==> config.mk <==
export PLATFORM = sky130hd
export DESIGN_NAME = adder_result_collector_flat
export DESIGN_NICKNAME = d
export VERILOG_FILES = /design/src/rtl/adder_result_collector_if.sv /design/src/rtl/adder_result_collector.sv /design/src/flat_wrapper.sv
export SDC_FILE = /design/constraint.sdc
export NUM_CORES = 1
export LEC_CHECK = 0
export ABC_AREA = 1
export CAP_MARGIN = 20
export CORE_UTILIZATION = 28
export CTS_CLUSTER_DIAMETER = 60
export DETAILED_ROUTE_END_ITERATION = 6
export PLACE_DENSITY = 0.48
export SLEW_MARGIN = 20
export SYNTH_ARGS = -nofsm -noshare
export SYNTH_HDL_FRONTEND = slang
export SYNTH_SLANG_ARGS = --single-unit
==> constraint.sdc <==
create_clock -name clk -period 12 [get_ports clk]
set_input_delay 1.8 -clock clk [delete_from_list [all_inputs] [get_ports clk]]
set_output_delay 1.8 -clock clk [all_outputs]
set_load 0.1 [all_outputs]
==> src/rtl/adder_result_collector_if.sv <==
// Issue, adder-return and result channels between the upstream issuer,
// the 64-bit registered adder and the result collector.
interface adder_result_collector_if #(
   parameter int W = 64
);
   logic         issue_valid;
   logic         issue_ready;
   logic         issue_op;
   logic         issue_a_msb;
   logic         issue_b_msb;
   logic         issue_b_zero;
   logic [W-1:0] add_sum;
   logic         add_carry;
   logic         res_valid;
   logic         res_ready;
   logic [W-1:0] res_sum;
   logic         res_cb;
   logic         res_zero;
   logic         res_neg;
   logic         res_ovf;
   logic         res_op;

   modport slave (
      input  issue_valid, issue_op, issue_a_msb, issue_b_msb, issue_b_zero,
      input  add_sum, add_carry, res_ready,
      output issue_ready, res_valid, res_sum, res_cb, res_zero, res_neg, res_ovf, res_op
   );

   modport master (
      output issue_valid, issue_op, issue_a_msb, issue_b_msb, issue_b_zero,
      output add_sum, add_carry, res_ready,
      input  issue_ready, res_valid, res_sum, res_cb, res_zero, res_neg, res_ovf, res_op
   );
endinterface

==> src/rtl/adder_result_collector.sv <==
// Aligns issued operations with the adder's fixed latency, derives status flags
// and buffers results in a credit-protected FIFO with a valid/ready output.
module adder_result_collector #(
   parameter int W     = 64,
   parameter int LAT   = 2,
   parameter int DEPTH = 4
) (
   input logic                      clk,
   input logic                      rst,
   adder_result_collector_if.slave  bus
);
   localparam int AW = (DEPTH > 1) ? $clog2(DEPTH) : 1;
   localparam int CW = $clog2(DEPTH + 1);
   localparam int SW = $clog2(DEPTH + LAT + 1);

   logic [LAT-1:0] tag_valid_reg;
   logic [LAT-1:0] tag_op_reg;
   logic [LAT-1:0] tag_a_msb_reg;
   logic [LAT-1:0] tag_b_msb_reg;
   logic [LAT-1:0] tag_b_zero_reg;

   logic [W-1:0]   sum_mem  [DEPTH];
   logic [4:0]     flag_mem [DEPTH];
   logic [AW-1:0]  wr_ptr_reg;
   logic [AW-1:0]  rd_ptr_reg;
   logic [CW-1:0]  count_reg;

   logic           accept;
   logic           wr_en;
   logic           pop;
   logic           sum_msb;
   logic           cb_next;
   logic           ovf_next;
   logic [SW-1:0]  inflight;
   logic [SW-1:0]  credit;

   assign accept = bus.issue_valid & bus.issue_ready;

   // Stage 0 takes the accepted issue or a bubble on every edge.
   always_ff @(posedge clk) begin
      if (rst) begin
         tag_valid_reg  <= '0;
         tag_op_reg     <= '0;
         tag_a_msb_reg  <= '0;
         tag_b_msb_reg  <= '0;
         tag_b_zero_reg <= '0;
      end else begin
         tag_valid_reg[0]  <= accept;
         tag_op_reg[0]     <= bus.issue_op;
         tag_a_msb_reg[0]  <= bus.issue_a_msb;
         tag_b_msb_reg[0]  <= bus.issue_b_msb;
         tag_b_zero_reg[0] <= bus.issue_b_zero;
         for (int i = 1; i < LAT; i++) begin
            tag_valid_reg[i]  <= tag_valid_reg[i-1];
            tag_op_reg[i]     <= tag_op_reg[i-1];
            tag_a_msb_reg[i]  <= tag_a_msb_reg[i-1];
            tag_b_msb_reg[i]  <= tag_b_msb_reg[i-1];
            tag_b_zero_reg[i] <= tag_b_zero_reg[i-1];
         end
      end
   end

   assign wr_en   = tag_valid_reg[LAT-1];
   assign pop     = (count_reg != '0) & bus.res_ready;
   assign sum_msb = bus.add_sum[W-1];

   // A subtract with b==0 yields adder carry 0 although nothing is borrowed.
   always_comb begin
      cb_next  = 1'b0;
      ovf_next = 1'b0;
      if (tag_op_reg[LAT-1]) begin
         cb_next  = tag_b_zero_reg[LAT-1] ? 1'b0 : ~bus.add_carry;
         ovf_next = (tag_a_msb_reg[LAT-1] != tag_b_msb_reg[LAT-1]) &
                    (sum_msb != tag_a_msb_reg[LAT-1]);
      end else begin
         cb_next  = bus.add_carry;
         ovf_next = (tag_a_msb_reg[LAT-1] == tag_b_msb_reg[LAT-1]) &
                    (sum_msb != tag_a_msb_reg[LAT-1]);
      end
   end

   always_ff @(posedge clk) begin
      if (rst) begin
         wr_ptr_reg <= '0;
         rd_ptr_reg <= '0;
         count_reg  <= '0;
         for (int i = 0; i < DEPTH; i++) begin
            sum_mem[i]  <= '0;
            flag_mem[i] <= '0;
         end
      end else begin
         if (wr_en) begin
            sum_mem[wr_ptr_reg]  <= bus.add_sum;
            flag_mem[wr_ptr_reg] <= {tag_op_reg[LAT-1], cb_next, ~|bus.add_sum,
                                     sum_msb, ovf_next};
            wr_ptr_reg           <= wr_ptr_reg + AW'(1);
         end
         if (pop)
            rd_ptr_reg <= rd_ptr_reg + AW'(1);
         if (wr_en && !pop)
            count_reg <= count_reg + CW'(1);
         else if (!wr_en && pop)
            count_reg <= count_reg - CW'(1);
      end
   end

   // Credit counts every tag still in flight, so a capture never meets a full FIFO.
   always_comb begin
      inflight = '0;
      for (int i = 0; i < LAT; i++)
         inflight = inflight + SW'(tag_valid_reg[i]);
   end

   assign credit          = SW'(count_reg) + inflight;
   assign bus.issue_ready = credit < SW'(DEPTH);

   assign bus.res_valid = (count_reg != '0);
   assign bus.res_sum   = sum_mem[rd_ptr_reg];
   assign bus.res_op    = flag_mem[rd_ptr_reg][4];
   assign bus.res_cb    = flag_mem[rd_ptr_reg][3];
   assign bus.res_zero  = flag_mem[rd_ptr_reg][2];
   assign bus.res_neg   = flag_mem[rd_ptr_reg][1];
   assign bus.res_ovf   = flag_mem[rd_ptr_reg][0];
endmodule

==> src/flat_wrapper.sv <==
// flat-port wrapper written by rule: the top's interface ports become plain ports
module adder_result_collector_flat 
#(
   parameter int W     = 64,
   parameter int LAT   = 2,
   parameter int DEPTH = 4
)
  (clk, rst, bus_issue_valid, bus_issue_op, bus_issue_a_msb, bus_issue_b_msb, bus_issue_b_zero, bus_add_sum, bus_add_carry, bus_res_ready, bus_issue_ready, bus_res_valid, bus_res_sum, bus_res_cb, bus_res_zero, bus_res_neg, bus_res_ovf, bus_res_op);
  adder_result_collector_if #(.W(W)) bus_i ();
  input logic clk;
  input logic rst;
  input wire logic [$bits(bus_i.issue_valid)-1:0] bus_issue_valid;
  input wire logic [$bits(bus_i.issue_op)-1:0] bus_issue_op;
  input wire logic [$bits(bus_i.issue_a_msb)-1:0] bus_issue_a_msb;
  input wire logic [$bits(bus_i.issue_b_msb)-1:0] bus_issue_b_msb;
  input wire logic [$bits(bus_i.issue_b_zero)-1:0] bus_issue_b_zero;
  input wire logic [$bits(bus_i.add_sum)-1:0] bus_add_sum;
  input wire logic [$bits(bus_i.add_carry)-1:0] bus_add_carry;
  input wire logic [$bits(bus_i.res_ready)-1:0] bus_res_ready;
  output wire logic [$bits(bus_i.issue_ready)-1:0] bus_issue_ready;
  output wire logic [$bits(bus_i.res_valid)-1:0] bus_res_valid;
  output wire logic [$bits(bus_i.res_sum)-1:0] bus_res_sum;
  output wire logic [$bits(bus_i.res_cb)-1:0] bus_res_cb;
  output wire logic [$bits(bus_i.res_zero)-1:0] bus_res_zero;
  output wire logic [$bits(bus_i.res_neg)-1:0] bus_res_neg;
  output wire logic [$bits(bus_i.res_ovf)-1:0] bus_res_ovf;
  output wire logic [$bits(bus_i.res_op)-1:0] bus_res_op;
  assign bus_i.issue_valid = bus_issue_valid;
  assign bus_i.issue_op = bus_issue_op;
  assign bus_i.issue_a_msb = bus_issue_a_msb;
  assign bus_i.issue_b_msb = bus_issue_b_msb;
  assign bus_i.issue_b_zero = bus_issue_b_zero;
  assign bus_i.add_sum = bus_add_sum;
  assign bus_i.add_carry = bus_add_carry;
  assign bus_i.res_ready = bus_res_ready;
  assign bus_issue_ready = bus_i.issue_ready;
  assign bus_res_valid = bus_i.res_valid;
  assign bus_res_sum = bus_i.res_sum;
  assign bus_res_cb = bus_i.res_cb;
  assign bus_res_zero = bus_i.res_zero;
  assign bus_res_neg = bus_i.res_neg;
  assign bus_res_ovf = bus_i.res_ovf;
  assign bus_res_op = bus_i.res_op;
  adder_result_collector #(.W(W), .LAT(LAT), .DEPTH(DEPTH)) u_core (.clk(clk), .rst(rst), .bus(bus_i));
endmodule
==> flow_summary.yaml <==
final_layout:
  regArea_um2: 8550
  largest_reg_flops: 252
  multi_input_area_um2: 3300
  final_core_utilization: 0.348
  antenna_cells: 0
  fillCellCount: 4474
  area_growth_pct: 22.6
  drive_gt1_frac: 0.0473
  fin_area_um2: 15400
  nets: 1365
power:
  max-vdd-ir-drop_mv: 0.158
  p_leak_nw: 5.70
  p_total_w: 0.00373
  p_per_area_nw_per_um2: 242
floorplan:
  fp.dieH_um: 214
  io_pins: 144
  die_w_um: 214
  row_count: 77
  fp.dieArea_um2: 45600
  initial_core_util: 0.284
  core-area_um2: 44200
clock_tree:
  cts_hold_buf: 0
  cts.sinks: 291
  ctsResizeCount: 0
  root_buffer: "clkbuf_16"
  tritoncts: "done"
  ctsHtreeMaxLevel: 1
  cts_buffers: 31
  clock_latency_ns: 0.55
  clk_pin_slew_ns: 0.06
  max-clock-path-buffers: 3
  cts_setup_buffers: 0
grt:
  met3_usage: 0.0190
  grt_pass1_wl_mm: 51.1
  grt_util_met1: 0.198
  grt_use_met2: 0.248
  grt_pass1_vias: 8785
  grt_max_degree: 105
  grt_overflow: 0
  grt_busiest_layer: "met2"
  antenna_found_initial: 0
  grt_use_total: 0.145
synthesis:
  synth_area_leaders: "edfxtp_1 65%, nor2_1 12%, o21ai_0 5.6%"
  synth.most_common_cell: "nor2_1"
  async_flop_share: 0
  synth_cell_types: 28
  ys_seq_elements: 291
  yosys_warnings: 0
  synth_flop_cell: "edfxtp_1"
  synth_edf_count: 272
  ys_top_cells_by_count: "387 x nor2_1, 272 x edfxtp_1, 140 x o21ai_0, 88 x inv_1, 68 x o22ai_1"
  synth_nets: 1261
  netlist_area_um2: 12500
  synth_cells: 1184
  synth.largest_area_cell: "edfxtp_1"
  synth_top_area_frac: 0.651
  syn_area_per_cell_um2: 10.6
  synth-seq-area-share: 0.682
critical_path:
  cp.required_ns: 10.20
  end_kind: "output port"
  crit_type: "reg -> out"
  reg2reg_slack_ns: 8.88
  arrival_ns: 4.00
  r2r.worst_path.cells: 6
  startpoint_type: "register"
  cp_max_fo: 74
flow_run:
  maxCapViolCount: 0
timing:
  max_slew_margin: 0.292
  drv_slew: 0
  finalSetupTns_ns: 0
  hold_violations: 0
  finalSetupViolCount: 0
  rsz0062_at_grt: "false"
  period_needed_ns: 5.80
  fmax_mhz: 172
  timing.hold.ws_ns: 0.403
  worst_pin_slew_ns: 1.06
  fin_worst_skew_ns: 0.00891
  period_share: 0.483
routing:
  drc_errors: 0
  viasPerCell: 4.62
  wire_per_inst_um: 17.6
  final_antenna_net_count: 0
  drt_first_iter_violations: 590
  drt-total-wl_mm: 33.5
  route.vias.total: 8799
  first_pass_iters: 5
placed_design:
  gp_congestion: 0.738
  hpwl_mm: 19.7
  place_area_um2: 14400
  io_buffers: 143
worst_hold_path:
  holdPathStages: 2
  hold_path_class: "reg -> reg"
outcome:
  status: "complete, no violations"
worst max-delay path: stages (launching register included):
cell and delay, ns:
dfxtp_4 0.46, inv_4 0.54, buf_4 0.70, o21ai_0 0.16, o22ai_1 0.30, clkdlybuf4s50_1 1.21
worst paths after layout:
kind                                            from                                   to
setup / recovery                            register                          bus_res_neg
hold / removal    u_core.tag_b_msb_reg[0]$_SDFF_PP0_   u_core.tag_b_msb_reg[1]$_SDFF_PP0_
hold reg to reg   u_core.tag_b_msb_reg[0]$_SDFF_PP0_   u_core.tag_b_msb_reg[1]$_SDFF_PP0_
setup reg to reg  u_core.tag_valid_reg[1]$_SDFF_PP0_  u_core.sum_mem[1][16]$_SDFFCE_PN0P_
cells in the final DEF (no fill, tap or decap), drive strengths merged, types with 3 or more instances in the layout:
| cell type | Yosys | layout |
|---|---|---|
| dfxtp | 19 | 19 |
| clkinv | 1 | 13 |
| buf | 42 | 8 |
| nand2 | 29 | 29 |
| edfxtp | 272 | 272 |
| o21ai | 142 | 142 |
| ha | 3 | 3 |
| inv | 92 | 93 |
| o22ai | 68 | 68 |
| nand3 | 6 | 6 |
| nor3 | 66 | 66 |
| a21oi | 8 | 8 |
| clkbuf | 38 | 40 |
| clkdlybuf4s50 | 0 | 143 |
| nor2 | 389 | 389 |
through the flow:
stage,std cells,setup slack (ns)
after CTS,1902,6.13
final,1903,6.20
after detailed placement,1846,6.61
after floorplan,1184,6.11
after global placement,1846,6.64
after global routing,1903,5.98
report_power, final:
part / total (W) / switching [W] / internal [W]
logic: 0.00165 / 0.00131 / 0.000335
clock network: 0.000877 / 0.000383 / 0.000494
registers: 0.00120 / 0.0000340 / 0.00117
final cells by class:
cell class	count	area share
Clock buffer	40	0.0527
Clock inverter	16	0.00684
Sequential cell	291	0.556
Multi-Input combinational cell	720	0.214
Tap cell	592	0.0482
Inverter	93	0.0230
Timing Repair Buffer	151	0.0983
cell families (layout without fill, tap and decap cells):
family                     after synthesis  count (layout)  synth area share
buffers and inverters                  173             300            0.0594
xor gates and xnor gates                 2               2           0.00140
and+or+nand+nor                        492             492             0.156
adders and majority gates                4               4           0.00459
AOI/OAI and AO/OA                      222             222            0.0963
DFF                                    291             291             0.682
metal layers:
metal | routed length, µm | vias up | share of wire
met5 | 0 | - | 0
met3 | 1600 | 35 | 0.048
met2 | 15900 | 184 | 0.48
met4 | 431 | 0 | 0.013
li1 | - | 4281 | -
met1 | 15500 | 4299 | 0.46
(Power assumes the default switching activity.)
